<file path="config.mk">
export PLATFORM = sky130hd
export DESIGN_NAME = wb_arbiter_3
export DESIGN_NICKNAME = d
export VERILOG_FILES = /design/src/rtl/wb_arbiter_3.sv
export SDC_FILE = /design/constraint.sdc
export NUM_CORES = 1
export LEC_CHECK = 0
export CAP_MARGIN = 20
export CELL_PAD_IN_SITES_DETAIL_PLACEMENT = 1
export CELL_PAD_IN_SITES_GLOBAL_PLACEMENT = 2
export CORE_ASPECT_RATIO = 1.75
export CORE_MARGIN = 2
export CORE_UTILIZATION = 20
export CTS_CLUSTER_DIAMETER = 200
export DETAILED_ROUTE_END_ITERATION = 7
export PLACE_DENSITY = 0.78
export SLEW_MARGIN = 20
export SYNTH_ARGS = -nofsm -noshare
export SYNTH_HDL_FRONTEND = slang
export SYNTH_SLANG_ARGS = --single-unit
</file>
<file path="constraint.sdc">
create_clock -name clk -period 1.6 [get_ports clk]
set_input_delay 0.24 -clock clk [delete_from_list [all_inputs] [get_ports clk]]
set_output_delay 0.24 -clock clk [all_outputs]
set_load 0.01 [all_outputs]
</file>
<file path="src/rtl/wb_arbiter_3.sv">
// ---------------------------------------------------------------------------
// wb_arbiter_3
// Round-robin arbiter plus output holding register for the shared 3-way
// write-back path.
//
// Requesters: 0 = ALU result, 1 = memory load, 2 = PC link/immediate.
// The winner's data and destination are captured into a single holding
// register and offered downstream with a valid/ready handshake.
//
// Ports
//   clk              rising-edge clock
//   rst              asynchronous, active-high reset
//   req[2:0]         per-requester write-back request
//   din0..din2       requester data (DATA_W)
//   addr0..addr2     requester destination register (ADDR_W)
//   gnt[2:0]         one-hot grant (combinational)
//   mux_sel[1:0]     encoded grant, 00 when nothing is granted
//   wb_valid         holding register holds a word
//   wb_data          held data
//   wb_addr          held destination
//   wb_ready         consumer accepts the held word
// ---------------------------------------------------------------------------
module wb_arbiter_3 #(
    parameter int DATA_W = 16,
    parameter int ADDR_W = 3
) (
    input  logic              clk,
    input  logic              rst,
    input  logic [2:0]        req,
    input  logic [DATA_W-1:0] din0,
    input  logic [DATA_W-1:0] din1,
    input  logic [DATA_W-1:0] din2,
    input  logic [ADDR_W-1:0] addr0,
    input  logic [ADDR_W-1:0] addr1,
    input  logic [ADDR_W-1:0] addr2,
    output logic [2:0]        gnt,
    output logic [1:0]        mux_sel,
    output logic              wb_valid,
    output logic [DATA_W-1:0] wb_data,
    output logic [ADDR_W-1:0] wb_addr,
    input  logic              wb_ready
);

    typedef enum logic [0:0] {
        ST_EMPTY = 1'b0,
        ST_FULL  = 1'b1
    } state_t;

    state_t            state_r;
    state_t            state_nxt_s;
    logic [1:0]        last_r;
    logic [1:0]        first_s;
    logic [1:0]        second_s;
    logic              load_en_s;
    logic [2:0]        gnt_s;
    logic [1:0]        sel_s;
    logic              any_gnt_s;
    logic [DATA_W-1:0] sel_data_s;
    logic [ADDR_W-1:0] sel_addr_s;
    logic [DATA_W-1:0] data_r;
    logic [ADDR_W-1:0] addr_r;

    // Successor of a requester index in the 0 -> 1 -> 2 -> 0 ring.
    function automatic logic [1:0] next_idx(input logic [1:0] idx);
        case (idx)
            2'd0:    next_idx = 2'd1;
            2'd1:    next_idx = 2'd2;
            2'd2:    next_idx = 2'd0;
            default: next_idx = 2'd0;
        endcase
    endfunction

    // One-hot mask for a requester index; the unused code maps to no requester.
    function automatic logic [2:0] onehot(input logic [1:0] idx);
        case (idx)
            2'd0:    onehot = 3'b001;
            2'd1:    onehot = 3'b010;
            2'd2:    onehot = 3'b100;
            default: onehot = 3'b000;
        endcase
    endfunction

    // Round-robin grant: search starts just after the last winner, last winner is tried last.
    always_comb begin
        gnt_s     = 3'b000;
        load_en_s = (state_r == ST_EMPTY) | wb_ready;
        first_s   = next_idx(last_r);
        second_s  = next_idx(first_s);
        // rst gates the grant so nothing is offered while the block is held in reset.
        if (rst || !load_en_s) begin
            gnt_s = 3'b000;
        end else if ((req & onehot(first_s)) != 3'b000) begin
            gnt_s = onehot(first_s);
        end else if ((req & onehot(second_s)) != 3'b000) begin
            gnt_s = onehot(second_s);
        end else if ((req & onehot(last_r)) != 3'b000) begin
            gnt_s = onehot(last_r);
        end else begin
            gnt_s = 3'b000;
        end
        any_gnt_s = |gnt_s;
    end

    // Encode the grant and steer the winner's data/address toward the holding register.
    always_comb begin
        sel_s      = 2'b00;
        sel_data_s = din0;
        sel_addr_s = addr0;
        case (gnt_s)
            3'b010: begin
                sel_s      = 2'b01;
                sel_data_s = din1;
                sel_addr_s = addr1;
            end
            3'b100: begin
                sel_s      = 2'b10;
                sel_data_s = din2;
                sel_addr_s = addr2;
            end
            default: begin
                sel_s      = 2'b00;
                sel_data_s = din0;
                sel_addr_s = addr0;
            end
        endcase
    end

    // Next-state logic: a grant always leaves the register full; an accept with no grant drains it.
    always_comb begin
        state_nxt_s = state_r;
        case (state_r)
            ST_EMPTY: begin
                if (any_gnt_s) begin
                    state_nxt_s = ST_FULL;
                end else begin
                    state_nxt_s = ST_EMPTY;
                end
            end
            ST_FULL: begin
                if (any_gnt_s) begin
                    state_nxt_s = ST_FULL;
                end else if (wb_ready) begin
                    state_nxt_s = ST_EMPTY;
                end else begin
                    state_nxt_s = ST_FULL;
                end
            end
            default: state_nxt_s = ST_EMPTY;
        endcase
    end

    // State register.
    always_ff @(posedge clk or posedge rst) begin
        if (rst) begin
            state_r <= ST_EMPTY;
        end else begin
            state_r <= state_nxt_s;
        end
    end

    // Holding register and round-robin pointer; data/addr keep their value when drained.
    always_ff @(posedge clk or posedge rst) begin
        if (rst) begin
            data_r <= {DATA_W{1'b0}};
            addr_r <= {ADDR_W{1'b0}};
            last_r <= 2'd2;
        end else if (any_gnt_s) begin
            data_r <= sel_data_s;
            addr_r <= sel_addr_s;
            last_r <= sel_s;
        end else begin
            data_r <= data_r;
            addr_r <= addr_r;
            last_r <= last_r;
        end
    end

    assign gnt      = gnt_s;
    assign mux_sel  = sel_s;
    assign wb_valid = (state_r == ST_FULL);
    assign wb_data  = data_r;
    assign wb_addr  = addr_r;

endmodule

</file>
==> reports/metrics.csv <==
metric,value,unit
area.growth.synth_to_final,93.7,%
worst_setup_path_type,reg -> reg,
routedWlPerCell,20.0,um
final_max_slew_viols,0,
ys.warnings.count,0,
drtAntennaViolNets,0,
outcome,"finished, violations left",
groute.usage.overall,0.173,
syn-cell-area,1770,um^2
grt_setup_unrepaired,yes,
drt_iter0_markers,91,
synth_top_family_by_area,compound AO/OA/AOI/OAI gates,
combinationalPowerShare,0.540,
floorplan.die.height,128,um
cts_tree,yes,
pwr-share-seq,0.244,
timing.max_slew.rel_slack,0.742,
synthSimpleGateAreaFrac,0.207,
tritoncts_num_sinks,22,
power.net_switching,1.12,mW
syn-instance-count,190,
antenna_cells_inserted,0,
synth_compound_area_frac,0.401,
drc,0,
design.die.area,9630,um^2
ys_ff_latch,22,
via_count_of_the_first_global_routing_pass,2372,
synth_adder_area_share,0,
ctsRootBufferMaster,clkbuf_16,
power.density,980,nW/um^2
max_freq,594,MHz
number_of_synthesized_flops_with_an_enable_pin,0,
maximum_root_to_sink_buffer_count,2,
netlist-cell-type-count,29,
start_util,0.205,
core.rowCount,45,
synth.net_count,253,
dominantRegCellSynth,dfrtp_1,
syn-mean-instance-area,9.30,um^2
buffer_ports.inserted,87,
cellLeakagePower,1.29,nW
clk_skew,6.88,ps
synthMuxAreaShare,0,
nNetsFinal,366,
drive_gt1_frac,0.334,
endpoint_kind,flop,
wire_length_of_the_first_global_routing_pass,12.5,mm
timing.final.crit_period,1680,ps
synth_xor_area_frac,0,
setup_viol_count_final,24,
htreeDepth,1,
cp_max_fo,10,
io_pins,88,
final_period_util,1.05,
postPlaceCellArea,2940,um^2
post-route-cell-area,3420,um^2
preCtsSetupSlack,-445,ps
fin_setup_tns,-776,ps
worst-endpoint-arrival,1810,ps
cts_buffers,3,
gpl.final_weighted_congestion,0.806,
dp.final_hpwl,5.97,mm
switching_share,0.333,
final.setup.worst_slack,-82.1,ps
die_width,75.0,um
grt_max_degree,21,
clock_insertion_delay_worst_skew,260,ps
failed_checks,negative setup slack,
viasPerCell,5.10,
routed_wirelength,8.37,mm
grt_overflow_total,0,
timing_worst_slew_pin_value,378,ps
holdBufCountCts,0,
crit_required,1730,ps
setup.worst_path.start_class,flop,
max_cap_violations,0,
coreArea,8610,um^2
via_count,2138,
hp-class,in -> async,
synth-async-reset-ratio,1.00,
peakVddDrop,0.509,mV
internal_power,2.24,mW
yosysSeqAreaShare,0.312,
cts.reportedPaths.clkPinSlew,70,ps
clockPowerShare,0.216,
detailedRoute.firstPassIterationCount,4,
number_of_antenna_violations_at_the_first_check_in_global_routing,0,
finalPower,3.35,mW
report.final.hold_viol_count,0,
## worst max-delay path, stage by stage (launching register included)
cell and delay [ps]:
dfrtp_1 380, nor2b_1 150, or2_1 250, buf_4 170, buf_4 180, a311oi_1 300
a2bb2oi_1 130
## final cells by class
type,instances,area [um^2]
inverters,3,11.3
well taps,117,146
repair buffers,132,1280
fillers,972,5190
multi-input cells,141,1320
clock buffers,3,75.1
clock inverters,1,30.0
flip-flops and latches,22,552
## worst paths after layout
| check | endpoint | from | slack [ps] | depth (start not counted) |
|---|---|---|---|---|
| max reg2reg | wb_data[3] | wb_valid | -80 | 6 |
| min in group clk | wb_data[2] | wb_data[2] | 530 | 1 |
| min | wb_valid | rst | 430 | 3 |
| min reg2reg | wb_data[2] | wb_data[2] | 530 | 1 |
| max | wb_data[3] | wb_valid | -80 | 6 |
| max in group asynchronous | wb_data[10] | rst | 690 | 4 |
## flip-flops by register name, summed over array words and instances (netlist names)
signal    cells
wb_valid      1
wb_data      16
wb_addr       3
last_r        2
## placed cells by master, fill, tap and decap left out, types with 6 or more instances in the layout
master,n
a2bb2oi_1,11
a2bb2oi_2,8
a311oi_1,13
a311oi_2,6
buf_4,30
buf_6,11
clkdlybuf4s50_1,79
dfrtp_1,21
nor2b_1,20
nor3b_1,19
o22ai_1,14
o22ai_2,7
o2bb2ai_2,16
## logic make-up (layout without fill, tap and decap cells)
family          Yosys count  after routing
flops                    22             22
simple gates             55             55
buf+inv                  27            139
compound gates           86             86
## cells in the mapped netlist, types with 2 or more instances
master | n | area share
dfrtp_1 | 21 | 0.30
nor2b_1 | 21 | 0.074
o22ai_1 | 21 | 0.074
a2bb2oi_1 | 19 | 0.094
a311oi_1 | 19 | 0.094
nor3b_1 | 19 | 0.081
o2bb2ai_1 | 17 | 0.084
buf_2 | 11 | 0.031
clkbuf_1 | 8 | 0.017
nor2_1 | 5 | 0.011
and3_1 | 3 | 0.011
buf_6 | 3 | 0.019
inv_1 | 3 | 0.0064
o21ai_0 | 3 | 0.0085
a21o_1 | 2 | 0.0085
o2bb2ai_2 | 2 | 0.017
## power groups by stage
stage / sequential, mW / combinational, mW / clock [mW]
2_1_floorplan: 0.852 / 0.638 / 0
3_3_place_gp: 0.816 / 1.43 / 0
3_5_place_dp: 0.814 / 1.45 / 0
4_1_cts: 0.814 / 1.67 / 0.741
5_1_grt: 0.834 / 1.92 / 0.758
6_report: 0.818 / 1.81 / 0.723
## metal layers
layer / GRT usage / share of wire
met2: 0.332 / 0.58
met3: 0.0172 / 0.027
met4: 0.0578 / 0.025
met1: 0.187 / 0.37
met5: 0 / 0
## repair_timing
action                                  4_1_cts  5_1_grt
endpoints found under the setup margin       24       26
buffers inserted                              5        2
pin swaps                                    22       21
cloned                                        3        0
resized for setup                            58       26
## metrics by stage
stage / cells / util / hold WS (ps)
after detailed placement: 405 / 0.342 / 532
after global routing: 419 / 0.397 / 452
after CTS: 417 / 0.378 / 436
final: 419 / 0.397 / 425
after floorplan: 190 / - / 228
after global placement: 405 / 0.342 / 523
Note: power is estimated with default switching activity, not from simulation.
